<file path="src/rtl/image_scan_ctrl.sv">
// Row-scanning LED matrix controller: fetches a ROM row, serialises it, latches it and holds it lit.
// Optional MIRROR_EN: shift rows LSB first (horizontal mirror); default is MSB first.
module image_scan_ctrl #(
    parameter int unsigned ROWS        = 32,
    parameter int unsigned COLS        = 32,
    parameter int unsigned HOLD_CYCLES = 1000
) (
    input  logic                     clk,
    input  logic                     rst_n,
    input  logic                     enable,
    input  logic                     imgSel,
    output logic [$clog2(ROWS)-1:0]  addRom,
    input  logic [COLS-1:0]          dataRom0,
    input  logic [COLS-1:0]          dataRom1,
    output logic                     serData,
    output logic                     serClk,
    output logic                     rowLatch,
    output logic [$clog2(ROWS)-1:0]  rowSel,
    output logic                     blank,
    output logic                     frameDone,
    output logic                     busy
);

    localparam int unsigned ROW_W  = $clog2(ROWS);
    localparam int unsigned BIT_W  = $clog2(COLS);
    localparam int unsigned HOLD_W = (HOLD_CYCLES > 1) ? $clog2(HOLD_CYCLES) : 1;

    typedef enum logic [2:0] {
        S_IDLE, S_FETCH, S_SHIFT, S_LATCH, S_HOLD, S_NEXT
    } state_e;

    state_e              state_q, state_d;
    logic [ROW_W-1:0]    row_q, row_d;
    logic [ROW_W-1:0]    row_sel_q, row_sel_d;
    logic                img_q, img_d;
    logic [COLS-1:0]     shift_q, shift_d;
    logic [BIT_W-1:0]    bit_q, bit_d;
    logic                phase_q, phase_d;
    logic [HOLD_W-1:0]   hold_q, hold_d;
    logic                latch_q, latch_d;
    logic                blank_q, blank_d;
    logic                done_q, done_d;
    logic                busy_q, busy_d;

    always_ff @(posedge clk or negedge rst_n) begin
        if (!rst_n) begin
            state_q   <= S_IDLE;
            row_q     <= '0;
            row_sel_q <= '0;
            img_q     <= 1'b0;
            shift_q   <= '0;
            bit_q     <= '0;
            phase_q   <= 1'b0;
            hold_q    <= '0;
            latch_q   <= 1'b0;
            blank_q   <= 1'b1;
            done_q    <= 1'b0;
            busy_q    <= 1'b0;
        end else begin
            state_q   <= state_d;
            row_q     <= row_d;
            row_sel_q <= row_sel_d;
            img_q     <= img_d;
            shift_q   <= shift_d;
            bit_q     <= bit_d;
            phase_q   <= phase_d;
            hold_q    <= hold_d;
            latch_q   <= latch_d;
            blank_q   <= blank_d;
            done_q    <= done_d;
            busy_q    <= busy_d;
        end
    end

    always_comb begin
        state_d   = state_q;
        row_d     = row_q;
        row_sel_d = row_sel_q;
        img_d     = img_q;
        shift_d   = shift_q;
        bit_d     = bit_q;
        phase_d   = 1'b0;
        hold_d    = hold_q;

        case (state_q)
            S_IDLE: begin
                if (enable) begin
                    img_d   = imgSel;
                    state_d = S_FETCH;
                end
            end
            S_FETCH: begin
                shift_d = img_q ? dataRom1 : dataRom0;
                bit_d   = '0;
                state_d = S_SHIFT;
            end
            S_SHIFT: begin
                // The last bit is not shifted out so serData keeps it through latch and hold.
                if (!phase_q) begin
                    phase_d = 1'b1;
                end else if (bit_q == BIT_W'(COLS - 1)) begin
                    state_d = S_LATCH;
                end else begin
                    bit_d = bit_q + BIT_W'(1);
`ifdef MIRROR_EN
                    shift_d = shift_q >> 1;
`else
                    shift_d = shift_q << 1;
`endif
                end
            end
            S_LATCH: begin
                row_sel_d = row_q;
                hold_d    = '0;
                state_d   = S_HOLD;
            end
            S_HOLD: begin
                if (hold_q == HOLD_W'(HOLD_CYCLES - 1)) begin
                    state_d = S_NEXT;
                end else begin
                    hold_d = hold_q + HOLD_W'(1);
                end
            end
            S_NEXT: begin
                if (row_q == ROW_W'(ROWS - 1)) begin
                    row_d = '0;
                    if (enable) begin
                        img_d   = imgSel;
                        state_d = S_FETCH;
                    end else begin
                        state_d = S_IDLE;
                    end
                end else begin
                    row_d   = row_q + ROW_W'(1);
                    state_d = S_FETCH;
                end
            end
            default: state_d = S_IDLE;
        endcase

        // Output flops are loaded from the state being entered so they line up with it.
        latch_d = (state_d == S_LATCH);
        blank_d = (state_d != S_HOLD);
        done_d  = (state_d == S_NEXT) && (row_q == ROW_W'(ROWS - 1));
        busy_d  = (state_d != S_IDLE);
    end

`ifdef MIRROR_EN
    assign serData = shift_q[0];
`else
    assign serData = shift_q[COLS-1];
`endif

    assign addRom    = row_q;
    assign serClk    = phase_q;
    assign rowLatch  = latch_q;
    assign rowSel    = row_sel_q;
    assign blank     = blank_q;
    assign frameDone = done_q;
    assign busy      = busy_q;

endmodule
</file>
<file path="config.mk">
export PLATFORM = sky130hd
export DESIGN_NAME = image_scan_ctrl
export DESIGN_NICKNAME = d
export VERILOG_FILES = /design/src/rtl/image_scan_ctrl.sv
export SDC_FILE = /design/constraint.sdc
export NUM_CORES = 1
export LEC_CHECK = 0
export BUFFER_PORTS_ARGS = -buffer_cell sky130_fd_sc_hd__buf_4
export CAP_MARGIN = 20
export CORE_MARGIN = 10
export CORE_UTILIZATION = 58
export CTS_CLUSTER_SIZE = 20
export DETAILED_ROUTE_END_ITERATION = 8
export PLACE_DENSITY_LB_ADDON = 0.05
export SYNTH_ARGS = -nofsm -noshare
export SYNTH_HDL_FRONTEND = slang
export SYNTH_SLANG_ARGS = --single-unit
</file>
<file path="constraint.sdc">
create_clock -name clk -period 3.8 [get_ports clk]
set_input_delay 0.57 -clock clk [delete_from_list [all_inputs] [get_ports clk]]
set_output_delay 0.57 -clock clk [all_outputs]
set_load 0.03 [all_outputs]
</file>
==> flow_summary_export.csv <==
group,metric,value,unit
status,outcome,"complete, no violations",
yosys,synth-main-ff-cell,"dfrtp_1",
sta,tns,0,ns
floorplan,initial_core_util,0.5959,
worst_setup_path,rr_endpoint,"bit_q[2]",
grt,grt_max_degree,67,
sta,hold_viol,0,
worst_setup_path,worst_setup_path_end_kind,"flop",
worst_setup_path,crit_chain,"ha_1, and3_1, ha_1, and4bb_2, o21bai_4, buf_4, o21ai_0, a21oi_1",
layout,utilization,0.7265,
placed_design,portBuffers,83,
yosys,synth-xor-area-share,0.01489,
floorplan,row_count,28,
yosys,synth_compound_area_frac,0.1535,
sta,worstMarginPinSlew,0.9280,ns
worst_hold_path,hp-class,"primary input to asynchronous set/reset pin",
yosys,async_flop_share,1.000,
worst_setup_path,crit_type,"flop to flop",
power_and_ir_drop,fin_total_pwr,0.002948,W
power_and_ir_drop,seq_power_share,0.409,
yosys,yosysSeqAreaShare,0.4684,
yosys,syn_area,3528,µm²
clock_tree,cts_made_buffers,9,
yosys,synth-simple-area-share,0.1894,
routing,drt_wl_total,7868,µm
grt,grt_usage,0.1629,
flow_run,maxCapViolCount,0,
clock_tree,clk_path_buf_depth,2,
grt,first_global_vias,2800,
worst_setup_path,reg2reg_from,"bit_q[0]",
power_and_ir_drop,p_leak,2.121,nW
grt,grt_overflow,0,
worst_setup_path,worst_path_max_delay_cell,"o21bai_4",
worst_setup_path,crit_start,"bit_q[0]",
worst_setup_path,arrival,2.74,ns
floorplan,core,5921,µm²
yosys,synthMuxAreaShare,0.1000,
floorplan,dieArea,9603,µm²
placed_design,gp_congestion,0.7559,
sta,setup_viol,0,
yosys,yosys_warnings,0,
sta,rsz0062_at_grt,"false",
yosys,synth-edff-count,0,
grt,antenna_found_initial,0,
worst_setup_path,critPathMaxStageDelay,0.46,ns
routing,dr.pass1.iters,4,
layout,drive_above_1_share,0.2577,
routing,drc_errors,0,
power_and_ir_drop,clkPwrFrac,0.218,
sta,slew_headroom,0.3813,
clock_tree,clk_latency,0.34,ns
routing,viasPerCell,5.501,
yosys,syn_inst,379,
placed_design,dpl.hpwl,5554,µm
layout,antenna_cells,0,
worst_setup_path,r2r_cells,8,
clock_tree,cts_tree,"done",
worst_setup_path,r2r_setup_slack,1.33,ns
clock_tree,h-tree-depth,3,
yosys,synth_top_family_by_area,"simple AND/OR/NAND/NOR gates",
yosys,synthAdderAreaFrac,0.01773,
clock_tree,post_cts_buffers,0,
layout,area_growth,21.92,%
floorplan,fp.dieW,98.00,µm
power_and_ir_drop,p_sw_frac,0.3912,
clock_tree,cts-root-buf,"clkbuf_8",
yosys,ys_types,48,
yosys,avgSynthCellArea,9.310,µm²
yosys,synth_nets,452,
layout,layout.nets,522,
sta,min_period,2.472,ns
grt,grt_pass1_wl,13130,µm
worst_setup_path,cp_max_fo,39,
clock_tree,clk_pin_slew_worst_paths,0.08,ns
routing,drtIter0Drc,160,
worst_setup_path,cp.required,4.07,ns
routing,via_count,2910,
power_and_ir_drop,p_comb_frac,0.373,
worst_setup_path,cpMostUsedCell,"ha_1",
power_and_ir_drop,switchingPower,0.001153,W
sta,clock_skew,0.008689,ns
yosys,synth-seq-cells,66,
routing,wl_per_cell,14.87,µm
power_and_ir_drop,p_int,0.001795,W
power_and_ir_drop,max-vdd-ir-drop,0.5925,mV
sta,min_period_over_period,0.6506,
sta,drv_slew,0,
clock_tree,ctsResizeCount,0,
routing,ant_nets,0,
sta,max_freq,0.4045,GHz
clock_tree,cts_hold_buf,0,
clock_tree,numClockSinks,66,
power_and_ir_drop,p_per_area,685.3,nW/µm²
worst_setup_path,start_kind,"flop",
floorplan,die_h,98.00,µm
floorplan,io_pins,84,
-- state kept, by name, summed over array words and instances (netlist names) --
register and cells:
state_q 3, frameDone 1, serClk 1, busy 1
hold_q 10, blank 1, shift_q 32, rowLatch 1
bit_q 5, addRom 5, img_q 1, rowSel 5
-- power by group through the flow --
| stage | registers, W | clock network, W | logic, W |
|---|---|---|---|
| after CTS | 0.00121 | 0.000652 | 0.00112 |
| after global routing | 0.00125 | 0.000684 | 0.00127 |
| after floorplan | 0.00113 | 0 | 0.000966 |
| after detailed placement | 0.00122 | 0 | 0.00111 |
| after global placement | 0.00121 | 0 | 0.00108 |
| final | 0.00121 | 0.000642 | 0.00110 |
-- metal layers --
metal  GRT usage  wire length, µm  up-vias
li1            -                -     1459
met1      0.2044             3545     1360
met2      0.2574             3786       86
met3     0.05074              478        5
met4     0.06040               58        0
met5           0                0        -
-- synth_stat cells (all sizes together), types with 3 or more instances --
cell	n	area share
buf	21	0.038
nor2	41	0.044
and3	6	0.011
mux2i	33	0.094
or3	3	0.0057
nand2	58	0.062
o21ai	44	0.062
xor2	5	0.012
a21oi	38	0.054
ha	5	0.018
clkbuf	5	0.014
nor2b	3	0.0074
nand3	7	0.0099
inv	4	0.0043
nand4	6	0.011
dfrtp	65	0.46
-- kinds of logic after synthesis --
group,after synthesis
adder cells (fa/ha/maj),5
multiplexers,35
buffers and inverters,30
XOR/XNOR,6
flip-flops,66
AO/OA/AOI/OAI,96
AND/OR/NAND/NOR,141
-- how the worst max path moves through the flow --
stage                       end  slack, ns  cells after the start
floorplan           shift_q[31]       1.88                      9
global placement       bit_q[2]       1.46                      8
detailed placement     bit_q[2]       1.37                      8
CTS                    bit_q[2]       1.33                      8
global route           bit_q[2]       1.05                      8
finish                 bit_q[2]       1.33                      8
-- per-stage QoR --
step / std cells / hold slack (ns) / instance area (µm²) / worst slack, ns
2_1_floorplan: 379 / 0.2744 / 3528 / 1.880
3_3_place_gp: 513 / 0.4610 / 4084 / 1.461
3_5_place_dp: 513 / 0.4673 / 4084 / 1.372
4_1_cts: 529 / 0.3402 / 4302 / 1.330
5_1_grt: 529 / 0.3697 / 4302 / 1.051
6_report: 529 / 0.3013 / 4302 / 1.328
-- critical path, delay by kind of cell (launching register included) --
family | cells | cell delay (ns)
buf+inv | 1 | 0.42
compound gates | 3 | 0.73
flops | 1 | 0.43
fa+ha+maj | 2 | 0.39
simple gates | 2 | 0.43
-- layout by cell type (no fill, tap or decap), types with 3 or more instances in the layout --
master / netlist / layout
buf_4: 9 / 85
dfrtp_1: 65 / 64
nand2_1: 58 / 58
o21ai_0: 41 / 41
nor2_1: 40 / 40
a21oi_1: 38 / 38
mux2i_1: 33 / 33
clkbuf_8: 3 / 9
nand3_1: 7 / 7
and3_1: 6 / 6
nand4_1: 6 / 6
xor2_1: 5 / 5
ha_1: 5 / 5
inv_1: 4 / 4
o21ai_1: 3 / 3
-- area by class of cell --
type / count / area, µm²
clock buffers: 9 / 123.9
clock inverters: 7 / 93.84
fillers: 467 / 1619
inverters: 4 / 15.01
multi-input cells: 283 / 1683
flip-flops and latches: 66 / 1654
well taps: 75 / 93.84
repair buffers: 85 / 638.1
No activity file was read; power rests on OpenSTA's default activity.
